`src/rtl/hazard_ctrl_pkg.sv`:
```
// Shared pipeline definitions: control FSM states, register-index type and
// the hardwired-zero register constant.
package hazard_ctrl_pkg;

   typedef enum logic [2:0] {IDLE, RUN, FREEZE, DRAIN, DONE} state_t;

   typedef logic [4:0] reg_idx_t;

   localparam reg_idx_t X0 = 5'd0;

   // A load writing x0 never produces a usable value, so it cannot cause a hazard.
   function automatic logic is_load_use(input logic     mem_read,
                                        input reg_idx_t ex_rd,
                                        input reg_idx_t id_rs1,
                                        input reg_idx_t id_rs2);
      return mem_read && (ex_rd != X0) && ((ex_rd == id_rs1) || (ex_rd == id_rs2));
   endfunction

endpackage

```
`src/rtl/hazard_ctrl_sat_counter.sv`:
```
// Width-parameterised event counter that sticks at its maximum value.
module sat_counter #(
   parameter int W = 16
) (
   input  logic         clk,
   input  logic         rst_n,
   input  logic         en,
   output logic [W-1:0] count
);

   always_ff @(posedge clk or negedge rst_n) begin
      if (!rst_n)
         count <= '0;
      else if (en && (count != '1))
         count <= count + W'(1);
   end

endmodule

```
`src/rtl/hazard_ctrl.sv`:
```
// Pipeline hazard controller: load-use stalls, branch/halt flushes, memory
// freezes, halt drain sequencing and statistics counters.
module hazard_ctrl
   import hazard_ctrl_pkg::*;
#(
   parameter int CNT_W     = 16,
   parameter int DRAIN_CYC = 3
) (
   input  logic             clk_i,
   input  logic             rst_i,
   input  logic             start_i,
   input  reg_idx_t         IFID_RS1_i,
   input  reg_idx_t         IFID_RS2_i,
   input  logic             IDEX_MemRead_i,
   input  reg_idx_t         IDEX_RD_i,
   input  logic             branch_taken_i,
   input  logic             halt_i,
   input  logic             mem_stall_i,
   output logic             PCWrite_o,
   output logic             IFIDWrite_o,
   output logic             IFIDFlush_o,
   output logic             IDEX_Bubble_o,
   output logic             Freeze_o,
   output logic             done_o,
   output logic [CNT_W-1:0] lu_cnt_o,
   output logic [CNT_W-1:0] frz_cnt_o,
   output logic [CNT_W-1:0] fl_cnt_o
);

   localparam int DW = (DRAIN_CYC < 1) ? 1 : $clog2(DRAIN_CYC + 1);

   state_t        state, next_state;
   state_t        ret_state, next_ret;
   state_t        eff_state;
   logic [DW-1:0] drain_cnt, next_drain;
   logic          stall, load_use;
   logic          lu_en, fl_en;

   // ret_state remembers where FREEZE was entered so the thaw cycle behaves as that state.
   always_ff @(posedge clk_i or negedge rst_i) begin
      if (!rst_i) begin
         state     <= IDLE;
         ret_state <= IDLE;
         drain_cnt <= '0;
         done_o    <= 1'b0;
      end else begin
         state     <= next_state;
         ret_state <= next_ret;
         drain_cnt <= next_drain;
         done_o    <= (next_state == DONE);
      end
   end

   assign eff_state = (state == FREEZE) ? ret_state : state;
   assign stall     = mem_stall_i && ((eff_state == RUN) || (eff_state == DRAIN));
   assign load_use  = is_load_use(IDEX_MemRead_i, IDEX_RD_i, IFID_RS1_i, IFID_RS2_i);

   always_comb begin
      next_state    = state;
      next_ret      = ret_state;
      next_drain    = drain_cnt;
      PCWrite_o     = 1'b0;
      IFIDWrite_o   = 1'b0;
      IFIDFlush_o   = 1'b0;
      IDEX_Bubble_o = 1'b0;
      Freeze_o      = 1'b0;
      lu_en         = 1'b0;
      fl_en         = 1'b0;

      if (stall) begin
         Freeze_o   = 1'b1;
         next_state = FREEZE;
         next_ret   = eff_state;
      end else begin
         unique case (eff_state)
            IDLE: begin
               Freeze_o = 1'b1;
               if (start_i)
                  next_state = RUN;
            end
            RUN: begin
               next_state = RUN;
               if (load_use) begin
                  IDEX_Bubble_o = 1'b1;
                  lu_en         = 1'b1;
               end else if (halt_i) begin
                  IFIDWrite_o = 1'b1;
                  IFIDFlush_o = 1'b1;
                  next_drain  = DW'(DRAIN_CYC);
                  next_state  = DRAIN;
               end else if (branch_taken_i) begin
                  PCWrite_o   = 1'b1;
                  IFIDWrite_o = 1'b1;
                  IFIDFlush_o = 1'b1;
                  fl_en       = 1'b1;
               end else begin
                  PCWrite_o   = 1'b1;
                  IFIDWrite_o = 1'b1;
               end
            end
            DRAIN: begin
               IFIDWrite_o = 1'b1;
               IFIDFlush_o = 1'b1;
               next_drain  = drain_cnt - DW'(1);
               next_state  = (drain_cnt == DW'(1)) ? DONE : DRAIN;
            end
            DONE: begin
               Freeze_o = 1'b1;
            end
            default: begin
               Freeze_o   = 1'b1;
               next_state = IDLE;
            end
         endcase
      end
   end

   sat_counter #(.W(CNT_W)) u_lu_cnt (
      .clk   (clk_i),
      .rst_n (rst_i),
      .en    (lu_en),
      .count (lu_cnt_o)
   );

   sat_counter #(.W(CNT_W)) u_frz_cnt (
      .clk   (clk_i),
      .rst_n (rst_i),
      .en    (stall),
      .count (frz_cnt_o)
   );

   sat_counter #(.W(CNT_W)) u_fl_cnt (
      .clk   (clk_i),
      .rst_n (rst_i),
      .en    (fl_en),
      .count (fl_cnt_o)
   );

endmodule
```
`config.mk`:
```
export PLATFORM = sky130hd
export DESIGN_NAME = hazard_ctrl
export DESIGN_NICKNAME = d
export VERILOG_FILES = /design/src/rtl/hazard_ctrl_pkg.sv /design/src/rtl/hazard_ctrl_sat_counter.sv /design/src/rtl/hazard_ctrl.sv
export SDC_FILE = /design/constraint.sdc
export NUM_CORES = 1
export LEC_CHECK = 0
export ABC_AREA = 0
export BUFFER_PORTS_ARGS = -buffer_cell sky130_fd_sc_hd__buf_2
export CAP_MARGIN = 20
export CORE_UTILIZATION = 53
export CTS_CLUSTER_SIZE = 8
export DETAILED_ROUTE_END_ITERATION = 7
export PLACE_DENSITY = 0.81
export RECOVER_POWER = 50
export SLEW_MARGIN = 20
export SYNTH_ARGS = -nofsm -noshare
export SYNTH_HDL_FRONTEND = slang
export SYNTH_SLANG_ARGS = --single-unit
export TNS_END_PERCENT = 100
```
`constraint.sdc`:
```
create_clock -name clk_i -period 2.6 [get_ports clk_i]
set_clock_uncertainty 0.15 [all_clocks]
set_input_delay 0.52 -clock clk_i [delete_from_list [all_inputs] [get_ports clk_i]]
set_output_delay 0.52 -clock clk_i [all_outputs]
set_load 0.03 [all_outputs]
```
==> impl_results.md, run 1 <==
* Layout fillers at 426
* Status: finished with violations
* Design Area, Final at 0.00375 mm^2
* Most used routing layer in global routing: met2
* Worst path slowest cell: or4_4
* Post-Syn Area at between 0.002 and 0.003 mm^2
* Net Switching at 1.14 mW
* Int Power at 1.92 mW
* Clock tree from TritonCTS: done
* GR Layer Usage met1 at 31.9%
* Crit path DAT at 1.94 ns
* RSZ-0062 raised after global routing: true
* N_diodes at 0
* DIE AREA at 0.00587 mm^2
* Worst Setup End Kind: primary output
* H-tree depth at 3
* RR Startpoint: state[0]$_DFF_PN0_
* Failing checks: negative setup slack
* Post-synthesis cell type count at 48
* Setup ws final at -0.00964 ns
* EDFF count, synth at 0
* Footprint of the multi-input gates at 0.00152 mm^2
* Hold Fails Final Rpt at 0
* Hold WS at 0.315 ns
* Drt total wl at 6630 um
* Setup slack, reg-to-reg at about 0.25 ns
* Clock share of power at 26.8%
* Nets at 408
* Post-synthesis cell count at about 290
* Synth top area share at 48.3%
* Port bufs at 75
* Vias at about 2500
* CP Cell Sequence: buf_6, or4_4, o21ai_4, nor2_2, or2_4, nor3_4, buf_6
* R2R depth at 7
* Critical Path RT at 1.93 ns
* Max Slew Vio Count at 0
* Total power at 3.06 mW
* Core area at approximately 0.0052 mm^2
* Leakage at between 1.5 and 2 nW
* HPWL Detailed at 4640 um
* Vias per std cell at between 5 and 6
* DIE WIDTH at approximately 77 um
* Crit path top cell by count: buf_6
* Clock sink count at 57
* Top-count cell post-synth: dfrtp_1
* Pre-CTS WS at -0.101 ns
* Total track usage at approximately 25%
* Async S/R FF share, synth at 100%
* IO Pins at between 70 and 80
* Initial Util at 56.4%
* Pin count of the biggest net entering global routing at 25
* Reg power frac at between 30 and 40%
* Met2 global-route usage at 39.0%
* Worst hold path type: input port to async pin
* Combinational Power Share at 35.5%
* Fin crit period at approximately 2.6 ns
* Share of cells above drive strength 1 at 28.2%
* MaxCap Viol Count at 0
* Power density cells at 815 mW/mm^2
* Hold Buf Count CTS at 0
* Reg2reg end: u_fl_cnt.count[7]$_DFFE_PN0P_
* Placer Congestion at 0.877
* Largest cells by area after synthesis: dfrtp_1 (48%), xnor2_1 (7.7%), xor2_1 (7.7%)
* Worst-margin pin slew at 1.32 ns
* 1st-pass router iterations at 4
* DR iter-0 viols at 157
* Worst VDD drop at 452 uV
* Reg clk slew, reported paths at 0.07 ns
* Yosys warns at 0
* Sw Share at 37.3%
* FF+latch area at 0.00143 mm^2
* Leading area contributor after synthesis: dfrtp_1
* CP Max Fanout at 3
* Clock Tree Root: clkbuf_8
* Mean Syn Cell Area at 10.4 um^2
* DR WL/cell at 14.5 um
* Worst Setup Path Type: input port to primary output
* Die height at between 70 and 80 um
* Synth-to-Final Area Change at 27.1%
* Clk buf depth at 2
* Ys flop type: dfrtp_1
* Max Clock Freq at roughly 380 MHz
* Register bit total from synthesis at 57
* Area post-placement at 0.00351 mm^2
* Tcrit/Tclk final at 100%
* Synth Net Count at 311
* Grt ovf at 0
* Number of global-route vias before repair at 2445
* Met3 Use GR at about 4.3%
* Setup violations, final at 1
* Number of cell rows at 26
* Number of remaining DRC errors at 0
* Most frequent cells after synthesis: dfrtp_1 (57), xnor2_1 (26), xor2_1 (26)
* Max_slew headroom at around 12%
* Total clock buffers created by CTS at 9
* Antenna-violating nets left at 0
* Largest stage delay on the critical path at 0.54 ns
* Global-route wire length before repair at between 10000 and 15000 um
* CP startpoint kind: input port
* Seq/Total Area, Yosys at 48.3%
* Clk Latency, worst-skew pair at roughly 0.33 ns
* Initial antenna violation count at 0
[state kept, by name, summed over array words and instances, names as in the netlist]
signal / count
state: 3
u_fl_cnt.count: 16
u_frz_cnt.count: 16
drain_cnt: 2
u_lu_cnt.count: 16
done_o: 1
ret_state: 3
[power by group through the flow]
stage	combinational (mW)	sequential (mW)	clock [mW]
finish	1.09	1.15	0.821
CTS	1.09	1.14	0.839
floorplan	0.557	1.30	0
detailed placement	1.02	1.16	0
global route	1.18	1.17	0.884
global placement	0.994	1.15	0
[per-layer routing]
layer | up-vias | routed length (um) | part of all wire (%)
li1 | 1207 | - | -
met1 | 1191 | 2910 | 44
met2 | 88 | 3330 | 50
met3 | 10 | 284 | 4.3
met4 | 0 | 102 | 1.5
met5 | - | 0 | 0
[metrics by stage]
step                utilization, %  instances  TNS [ns]
CTS                           71.8        455         0
global route                  71.6        456   -0.0733
global placement              67.1        437    -0.128
floorplan                        -        285   -0.0851
detailed placement            67.1        437    -0.164
finish                        71.6        456  -0.00964
[layout by cell type, fill, tap and decap left out, types with 2 or more instances in the layout]
| cell | count |
|---|---|
| buf_2 | 48 |
| xor2_1 | 26 |
| ha_1 | 4 |
| clkbuf_8 | 11 |
| nor4_1 | 6 |
| mux2_2 | 4 |
| o21ai_4 | 2 |
| nand3b_1 | 2 |
| a21oi_1 | 5 |
| and4_1 | 4 |
| clkbuf_1 | 25 |
| inv_1 | 8 |
| and3_1 | 12 |
| dfrtp_1 | 55 |
| nor3b_1 | 2 |
| nor3_1 | 9 |
| xnor2_1 | 26 |
| buf_4 | 13 |
| nand4_1 | 15 |
| nor2_1 | 14 |
| buf_6 | 4 |
| dfrtp_2 | 2 |
| clkinv_2 | 2 |
| and2_1 | 4 |
| or4_4 | 2 |
| nand3_1 | 19 |
| o21ai_0 | 5 |
| nand2_1 | 23 |
| o211ai_1 | 2 |
| or3_4 | 2 |
[layout make-up]
type / count / area share [%]
clock buffer: 12 / 4.14
clock inverter: 3 / 1.07
inverter: 8 / 0.801
multi-input combinational: 215 / 40.6
sequential: 57 / 38.1
tap: 70 / 2.33
timing repair buffer: 91 / 12.9
[critical path, delay by kind of cell]
kind / cells / cell delay [ns]
buf+inv: 2 / 0.24
simple gates: 4 / 1.03
compound gates: 1 / 0.16
[timing repair]
| action | in CTS | in global routing |
|---|---|---|
| setup endpoints to repair | 3 | 4 |
| buffers inserted | 3 | 1 |
| gates resized for setup | 8 | 6 |
| endpoints found under the hold margin | 0 | 0 |
| pin swaps | 4 | 1 |
[how the worst max path moves through the flow]
stage                       from   endpoint  slack (ns)  cells after the start
detailed placement  IDEX_RD_i[1]  PCWrite_o       -0.10                      7
CTS                 IDEX_RD_i[1]  PCWrite_o       0.003                      7
finish              IDEX_RD_i[1]  PCWrite_o       -0.01                      7
floorplan           IDEX_RD_i[1]  PCWrite_o       -0.09                      6
global route        IDEX_RD_i[1]  PCWrite_o       -0.04                      7
global placement    IDEX_RD_i[1]  PCWrite_o       -0.09                      7
[logic make-up (layout without fill, tap and decap cells)]
| group | Yosys count | count (layout) | synth area share, % |
|---|---|---|---|
| AND/OR/NAND/NOR | 127 | 127 | 24.0 |
| XOR/XNOR | 53 | 53 | 16.0 |
| AO/OA/AOI/OAI | 27 | 27 | 6.57 |
| flip-flops | 57 | 57 | 48.3 |
| multiplexers | 4 | 4 | 1.53 |
| buffers and inverters | 13 | 114 | 1.91 |
| adder cells (fa/ha/maj) | 4 | 4 | 1.70 |
(Power assumes the default switching activity.)
==> inputs of run 2 (changes only) <==
--- a/config.mk
+++ b/config.mk
@@ -7,7 +7,8 @@
 export LEC_CHECK = 0
 export ABC_AREA = 0
 export BUFFER_PORTS_ARGS = -buffer_cell sky130_fd_sc_hd__buf_2
-export CAP_MARGIN = 20
+export CAP_MARGIN = 40
+export CORE_MARGIN = 2
 export CORE_UTILIZATION = 53
 export CTS_CLUSTER_SIZE = 8
 export DETAILED_ROUTE_END_ITERATION = 7
==> run 2 against run 1 <==
The run still ends with negative setup slack left. Non-clock buffer count is 3 lower. Setup slack worse by 0.013 ns. First-iteration DRC count is 27% lower. Fmax is 0.49% lower. Global-route usage is 2.7 points lower. Final area is 1.5% lower. Critical path type unchanged. Sequential share of layout area is 0.50 points higher. Largest cell class unchanged. Wire length is 5.1% lower. Register-to-register slack hardly changed. Highest routed layer unchanged. Power is 5.3% lower.
==> impl_results.md, run 2 (same netlist as run 1, synthesis figures left out) <==
* Status: finished with violations (unchanged)
* Failing checks: negative setup slack (unchanged)
* Fin crit period at 2.62 ns (was 2.61 ns)
* Tcrit/Tclk final at 101% (was 100%)
* Antenna-violating nets left at 0 (unchanged)
* Biggest registers after layout: u_fl_cnt.count (16), u_frz_cnt.count (16), u_lu_cnt.count (16) (unchanged)
* Share of cells above drive strength 1 at 26.6% (was 28.2%)
* Combinational Power Share at 36.7% (was 35.5%)
* Crit path DAT at 1.95 ns (was 1.94 ns)
* Clock tree from TritonCTS: done (unchanged)
* Clk buf depth at 2 (unchanged)
* Hold Fails Final Rpt at 0 (unchanged)
* H-tree depth at 3 (unchanged)
* Int Power at 1.79 mW (was 1.92 mW)
* Initial antenna violation count at 0 (unchanged)
* MaxCap Viol Count at 0 (unchanged)
* Clk Latency, worst-skew pair at 0.33 ns (about the same)
* Max_slew headroom at 7.47% (was 12.1%)
* Pin count of the biggest net entering global routing at 33 (was 25)
* CP Max Fanout at 3 (unchanged)
* Critical Path RT at 1.93 ns (about the same)
* Power density cells at 784 mW/mm^2 (was 815 mW/mm^2)
* Min-delay src: start_i
* RSZ-0062 raised after global routing: true (unchanged)
* Global-route wire length before repair at 10700 um (was 11200 um)
* Reg power frac at 39.6% (was 37.6%)
* Commonest non-fill, non-tap cell in the layout: dfrtp_1 (unchanged)
* Hold Buf Count CTS at 0 (unchanged)
* Initial Util at 54.3% (was 56.4%)
* Clock sink count at 57 (unchanged)
* Setup tns final at -0.0366 ns (was -0.00964 ns)
* IO Pins at 76 (unchanged)
* Total clock buffers created by CTS at 9 (unchanged)
* Worst VDD drop at 563 uV (was 452 uV)
* Worst Setup End Kind: primary output (unchanged)
* Sw Share at 38.3% (was 37.3%)
* Net Switching at 1.11 mW (was 1.14 mW)
* Total track usage at 21.9% (was 24.6%)
* HPWL Detailed at 4760 um (was 4640 um)
* Final core occ at 68.0% (was 71.6%)
* Clock share of power at 23.6% (was 26.8%)
* Grt ovf at 0 (unchanged)
* Drt total wl at 6290 um (was 6630 um)
* Area post-placement at 0.00353 mm^2 (was 0.00351 mm^2)
* Vias per std cell at 5.45 (was 5.47)
* Core area at 0.00544 mm^2 (was 0.00524 mm^2)
* Nets at 405 (was 408)
* Setup ws final at -0.0224 ns (was -0.00964 ns)
* Port bufs at 75 (unchanged)
* Number of global-route vias before repair at 2389 (was 2445)
* Worst-margin pin slew at 1.39 ns (was 1.32 ns)
* Design Area, Final at 0.00370 mm^2 (was 0.00375 mm^2)
* Setup violations, final at 2 (was 1)
* Number of cell rows at 27 (was 26)
* Layout fillers at 462 (was 426)
* CP startpoint kind: input port (unchanged)
* Worst Setup Path Type: input port to primary output (unchanged)
* Leakage at 1.78 nW (was 1.82 nW)
* Reg clk slew, reported paths at 0.06 ns (was 0.07 ns)
* Max Slew Vio Count at 0 (unchanged)
* DIE AREA at 0.00618 mm^2 (was 0.00587 mm^2)
* DR WL/cell at 13.8 um (was 14.5 um)
* Synth-to-Final Area Change at 25.2% (was 27.1%)
* Crit path launch: IDEX_RD_i[4] (was IDEX_RD_i[1])
* DIE WIDTH at 78.6 um (was 76.6 um)
* Die height at 78.6 um (was 76.6 um)
* Most frequent cells in the layout: dfrtp_1 (57), buf_2 (46), clkbuf_1 (27) (was dfrtp_1 (55), buf_2 (48), xor2_1 (26), xnor2_1 (26), clkbuf_1 (25))
* Worst hold path type: input port to register (was input port to async pin)
* Max Clock Freq at 381 MHz (was 383 MHz)
* Placer Congestion at 0.855 (was 0.877)
* DR iter-0 viols at 114 (was 157)
* N_diodes at 0 (unchanged)
* 1st-pass router iterations at 4 (unchanged)
* Clock Tree Root: clkbuf_8 (unchanged)
* RR Startpoint: state[0]$_DFF_PN0_ (unchanged)
* Vias at 2479 (was 2496)
* Number of remaining DRC errors at 0 (unchanged)
==> run 2: cell types whose count changed in the layout (fill, tap and decap cells not counted), sizes merged <==
cell      before  now
buf           65   61
bufinv         1    0
clkbuf        38   39
clkinvlp       0    1
==> run 2: area by class of cell <==
class | count | area, um^2 | area share, %
clock inverters | 3 | 17.5 | 0.474
well taps | 72 | 90.1 | 2.44
clock buffers | 12 | 145 | 3.93
multi-input cells | 215 | 1520 | 41.2
flip-flops and latches | 57 | 1430 | 38.6
repair buffers | 88 | 464 | 12.6
inverters | 8 | 30.0 | 0.812
==> run 2: metal layers <==
metal	routed length, um	global-route usage, %	vias up
met2	3060	35.7	73
li1	-	-	1210
met1	2840	28.4	1190
met3	341	6.44	6
met4	57	6.49	0
met5	0	0	-
==> run 2: what timing repair did <==
item | 4_1_cts | 5_1_grt
pin swaps | 6 | 4
resized for setup | 7 | 4
gates cloned | 0 | 0
endpoints found under the setup margin | 3 | 4
buffers inserted | 1 | 0
==> run 2: critical path, cell delays in order <==
cell     delay [ns]
buf_6          0.09
or4_4          0.55
o21ai_4        0.18
nor2_2         0.06
or2_4          0.27
nor3_4         0.13
buf_6          0.15
==> run 2: per-stage QoR <==
step           cells  hold WS, ns  power, mW  setup slack, ns
6_report         455        0.333       2.90          -0.0224
5_1_grt          455        0.321       3.07          -0.0556
4_1_cts          455       0.0668       2.92          0.00448
3_5_place_dp     439        0.327       2.19           -0.124
3_3_place_gp     439        0.321       2.15          -0.0903
2_1_floorplan    285       0.0744       1.86          -0.0851
==> run 2: power groups by stage <==
stage / combinational, mW / clock, mW / sequential [mW]
finish: 1.06 / 0.685 / 1.15
global route: 1.16 / 0.746 / 1.17
CTS: 1.07 / 0.706 / 1.15
detailed placement: 1.03 / 0 / 1.16
global placement: 1.00 / 0 / 1.15
floorplan: 0.557 / 0 / 1.30
==> run 2: worst paths after layout <==
path,to,slack (ns),depth (start not counted)
setup / recovery,PCWrite_o,-0.02,7
hold / removal,state[0]$_DFF_PN0_,0.33,3
setup reg to reg,u_fl_cnt.count[7]$_DFFE_PN0P_,0.26,7
hold reg to reg,drain_cnt[1]$_DFFE_PN0P_,0.34,1
max in group asynchronous,ret_state[0]$_DFFE_PN0N_,0.53,2
min in group asynchronous,drain_cnt[0]$_DFFE_PN0P_,0.35,1
==> inputs of run 3 (changes only) <==
--- a/config.mk
+++ b/config.mk
@@ -9,10 +9,10 @@
 export BUFFER_PORTS_ARGS = -buffer_cell sky130_fd_sc_hd__buf_2
 export CAP_MARGIN = 40
 export CORE_MARGIN = 2
-export CORE_UTILIZATION = 53
+export CORE_UTILIZATION = 30
 export CTS_CLUSTER_SIZE = 8
 export DETAILED_ROUTE_END_ITERATION = 7
-export PLACE_DENSITY = 0.81
+export PLACE_DENSITY = 0.51
 export RECOVER_POWER = 50
 export SLEW_MARGIN = 20
 export SYNTH_ARGS = -nofsm -noshare
==> run 3 against run 2 <==
Core utilization is 28 points lower. Sequential power barely moved. The flow now finishes without violations. Non-clock buffer count is 8 higher. Final cell count rose by 15%. Highest routed layer unchanged. Power rose by 4.1%. Global-route usage is 8.5 points lower. Sequential share of layout area decreased by 1.7 points. Fmax rose by 2.1%.
==> impl_results.md, run 3 (same netlist as run 1, synthesis figures left out) <==
* Status: finished, final reports clean (was finished with violations)
* Initial Util at 30.6% (was 54.3%)
* Largest stage delay on the critical path at 0.53 ns (was 0.55 ns)
* Clock Tree Root: clkbuf_8 (unchanged)
* Buf/Inv on CP at 2 (unchanged)
* Nets at 413 (was 405)
* Setup ws final at 0.0324 ns (was -0.0224 ns)
* CP delay by family, top: simple AND/OR/NAND/NOR gates (unchanged)
* Setup violations, final at 0 (was 2)
* RSZ-0062 raised after global routing: true (unchanged)
* Number of remaining DRC errors at 0 (unchanged)
* DR WL/cell at 13.0 um (was 13.8 um)
* Hold WS at 0.332 ns (was 0.333 ns)
* Fin crit period at 2.57 ns (was 2.62 ns)
* MaxCap Viol Count at 0 (unchanged)
* Global-route wire length before repair at 11100 um (was 10700 um)
* Vias per std cell at 4.72 (was 5.45)
* Worst Setup Path Type: input port to primary output (unchanged)
* Pin count of the biggest net entering global routing at 35 (was 33)
* Leakage at 1.82 nW (was 1.78 nW)
* Max Clock Freq at 389 MHz (was 381 MHz)
* Initial antenna violation count at 0 (unchanged)
* Share of cells above drive strength 1 at 28.0% (was 26.6%)
* DIE WIDTH at 103 um (was 78.6 um)
* Antenna-violating nets left at 0 (unchanged)
* Combinational Power Share at 37.6% (was 36.7%)
* Crit path DAT at 1.90 ns (was 1.95 ns)
* Die height at 103 um (was 78.6 um)
* HPWL Detailed at 5010 um (was 4760 um)
* Layout fillers at 1010 (was 462)
* Grt ovf at 0 (unchanged)
* 1st-pass router iterations at 4 (unchanged)
* Number of global-route vias before repair at 2341 (was 2389)
* Vias at 2465 (was 2479)
* Commonest non-fill, non-tap cell in the layout: dfrtp_1 (unchanged)
* Most frequent cells in the layout: dfrtp_1 (56), buf_2 (45), clkbuf_1 (28) (was dfrtp_1 (57), buf_2 (46), clkbuf_1 (27))
* Hold Fails Final Rpt at 0 (unchanged)
* Drt total wl at 6760 um (was 6290 um)
* Worst path slowest cell: or4_4 (unchanged)
* Total track usage at 13.4% (was 21.9%)
* Clock sink count at 57 (unchanged)
* CP Max Fanout at 3 (unchanged)
* Sw Share at 37.5% (was 38.3%)
* CP Cell Sequence: buf_2, or4_4, o21ai_4, nor2_2, or2_4, nor3_4, buf_6 (was buf_6, or4_4, o21ai_4, nor2_2, or2_4, nor3_4, buf_6)
* N_diodes at 0 (unchanged)
* IO Pins at 76 (unchanged)
* DR iter-0 viols at 52 (was 114)
* Clk buf depth at 2 (unchanged)
* Int Power at 1.89 mW (was 1.79 mW)
* Total clock buffers created by CTS at 9 (unchanged)
* Reg clk slew, reported paths at 0.06 ns (about the same)
* Number of cell rows at 36 (was 27)
* Worst VDD drop at 381 uV (was 563 uV)
* Biggest registers after layout: u_fl_cnt.count (16), u_frz_cnt.count (16), u_lu_cnt.count (16) (unchanged)
* Worst-margin pin slew at 0.706 ns (was 1.39 ns)
* Power density cells at 779 mW/mm^2 (was 784 mW/mm^2)
* Pre-CTS WS at -0.113 ns (was -0.124 ns)
* Finished Layout Cells at 522 (was 455)
* Core area at 0.00964 mm^2 (was 0.00544 mm^2)
* Placer Congestion at 0.809 (was 0.855)
* Critical Path RT at 1.93 ns (about the same)
* Worst hold path type: register to register (was input port to register)
* Max Slew Vio Count at 0 (unchanged)
* Clk Latency, worst-skew pair at 0.33 ns (about the same)
* Worst Setup End Kind: primary output (unchanged)
* DIE AREA at 0.0106 mm^2 (was 0.00618 mm^2)
* H-tree depth at 3 (unchanged)
* Final core occ at 40.1% (was 68.0%)
* CP startpoint kind: input port (unchanged)
* Tcrit/Tclk final at 98.8% (was 101%)
* Clock share of power at 24.3% (was 23.6%)
* Clock tree from TritonCTS: done (unchanged)
* Net Switching at 1.13 mW (was 1.11 mW)
* Max_slew headroom at 52.9% (was 7.47%)
* Placed cell count at 503 (was 439)
* Reg power frac at 38.1% (was 39.6%)
* Synth-to-Final Area Change at 31.1% (was 25.2%)
* Port bufs at 75 (unchanged)
## run 3: cell types whose count changed in the layout (fill, tap and decap cells not counted), sizes merged
cell         delta
dlygate4sd3     +1
buf             +6
clkinv          -2
clkinvlp        -1
clkbuf          +2
## run 3: area by class of cell
class,count,area (um^2),area share [%]
multi-input combinational,215,1550,39.9
sequential,57,1430,36.9
timing repair buffer,96,531,13.7
clock buffer,13,169,4.37
tap,133,166,4.30
inverter,8,30.0,0.776
## run 3: timing repair
| item | CTS | global route |
|---|---|---|
| pin swaps | 6 | 3 |
| endpoints found under the hold margin | 0 | 6 |
| setup buffers | 2 | 2 |
| hold buffers | 0 | 1 |
| setup endpoints to repair | 3 | 4 |
| cloned | 0 | 0 |
| gates resized for setup | 8 | 9 |
## run 3: final timing paths
kind	startpoint	endpoint	slack, ns	cells after the start
setup / recovery	IDEX_RD_i[4]	PCWrite_o	0.03	7
hold / removal	u_fl_cnt.count[5]$_DFFE_PN0P_	u_fl_cnt.count[5]$_DFFE_PN0P_	0.33	1
setup reg to reg	state[0]$_DFF_PN0_	u_fl_cnt.count[7]$_DFFE_PN0P_	0.15	8
hold reg to reg	u_fl_cnt.count[5]$_DFFE_PN0P_	u_fl_cnt.count[5]$_DFFE_PN0P_	0.33	1
max in group asynchronous	rst_i	state[1]$_DFF_PN0_	0.69	4
min in group asynchronous	rst_i	u_frz_cnt.count[14]$_DFFE_PN0P_	0.48	2
## run 3: through the flow
step | instance area, um^2 | total power, mW | setup TNS [ns]
2_1_floorplan | 2990 | 1.86 | -0.0851
5_1_grt | 3870 | 3.23 | -0.0586
4_1_cts | 3840 | 3.00 | 0
6_report | 3870 | 3.01 | 0
3_5_place_dp | 3630 | 2.21 | -0.212
3_3_place_gp | 3630 | 2.20 | -0.164
## run 3: metal layers
layer,vias up,share of wire [%],track usage (%)
met1,1159,48,18.3
met3,13,6.4,3.83
li1,1220,-,-
met5,-,0,0
met4,0,2.2,6.68
met2,73,44,19.5
## run 3: power by group through the flow
stage | logic (mW) | registers [mW] | clock network, mW
finish | 1.13 | 1.15 | 0.731
global route | 1.24 | 1.18 | 0.806
CTS | 1.09 | 1.14 | 0.769
detailed placement | 1.05 | 1.16 | 0
global placement | 1.04 | 1.16 | 0
floorplan | 0.557 | 1.30 | 0
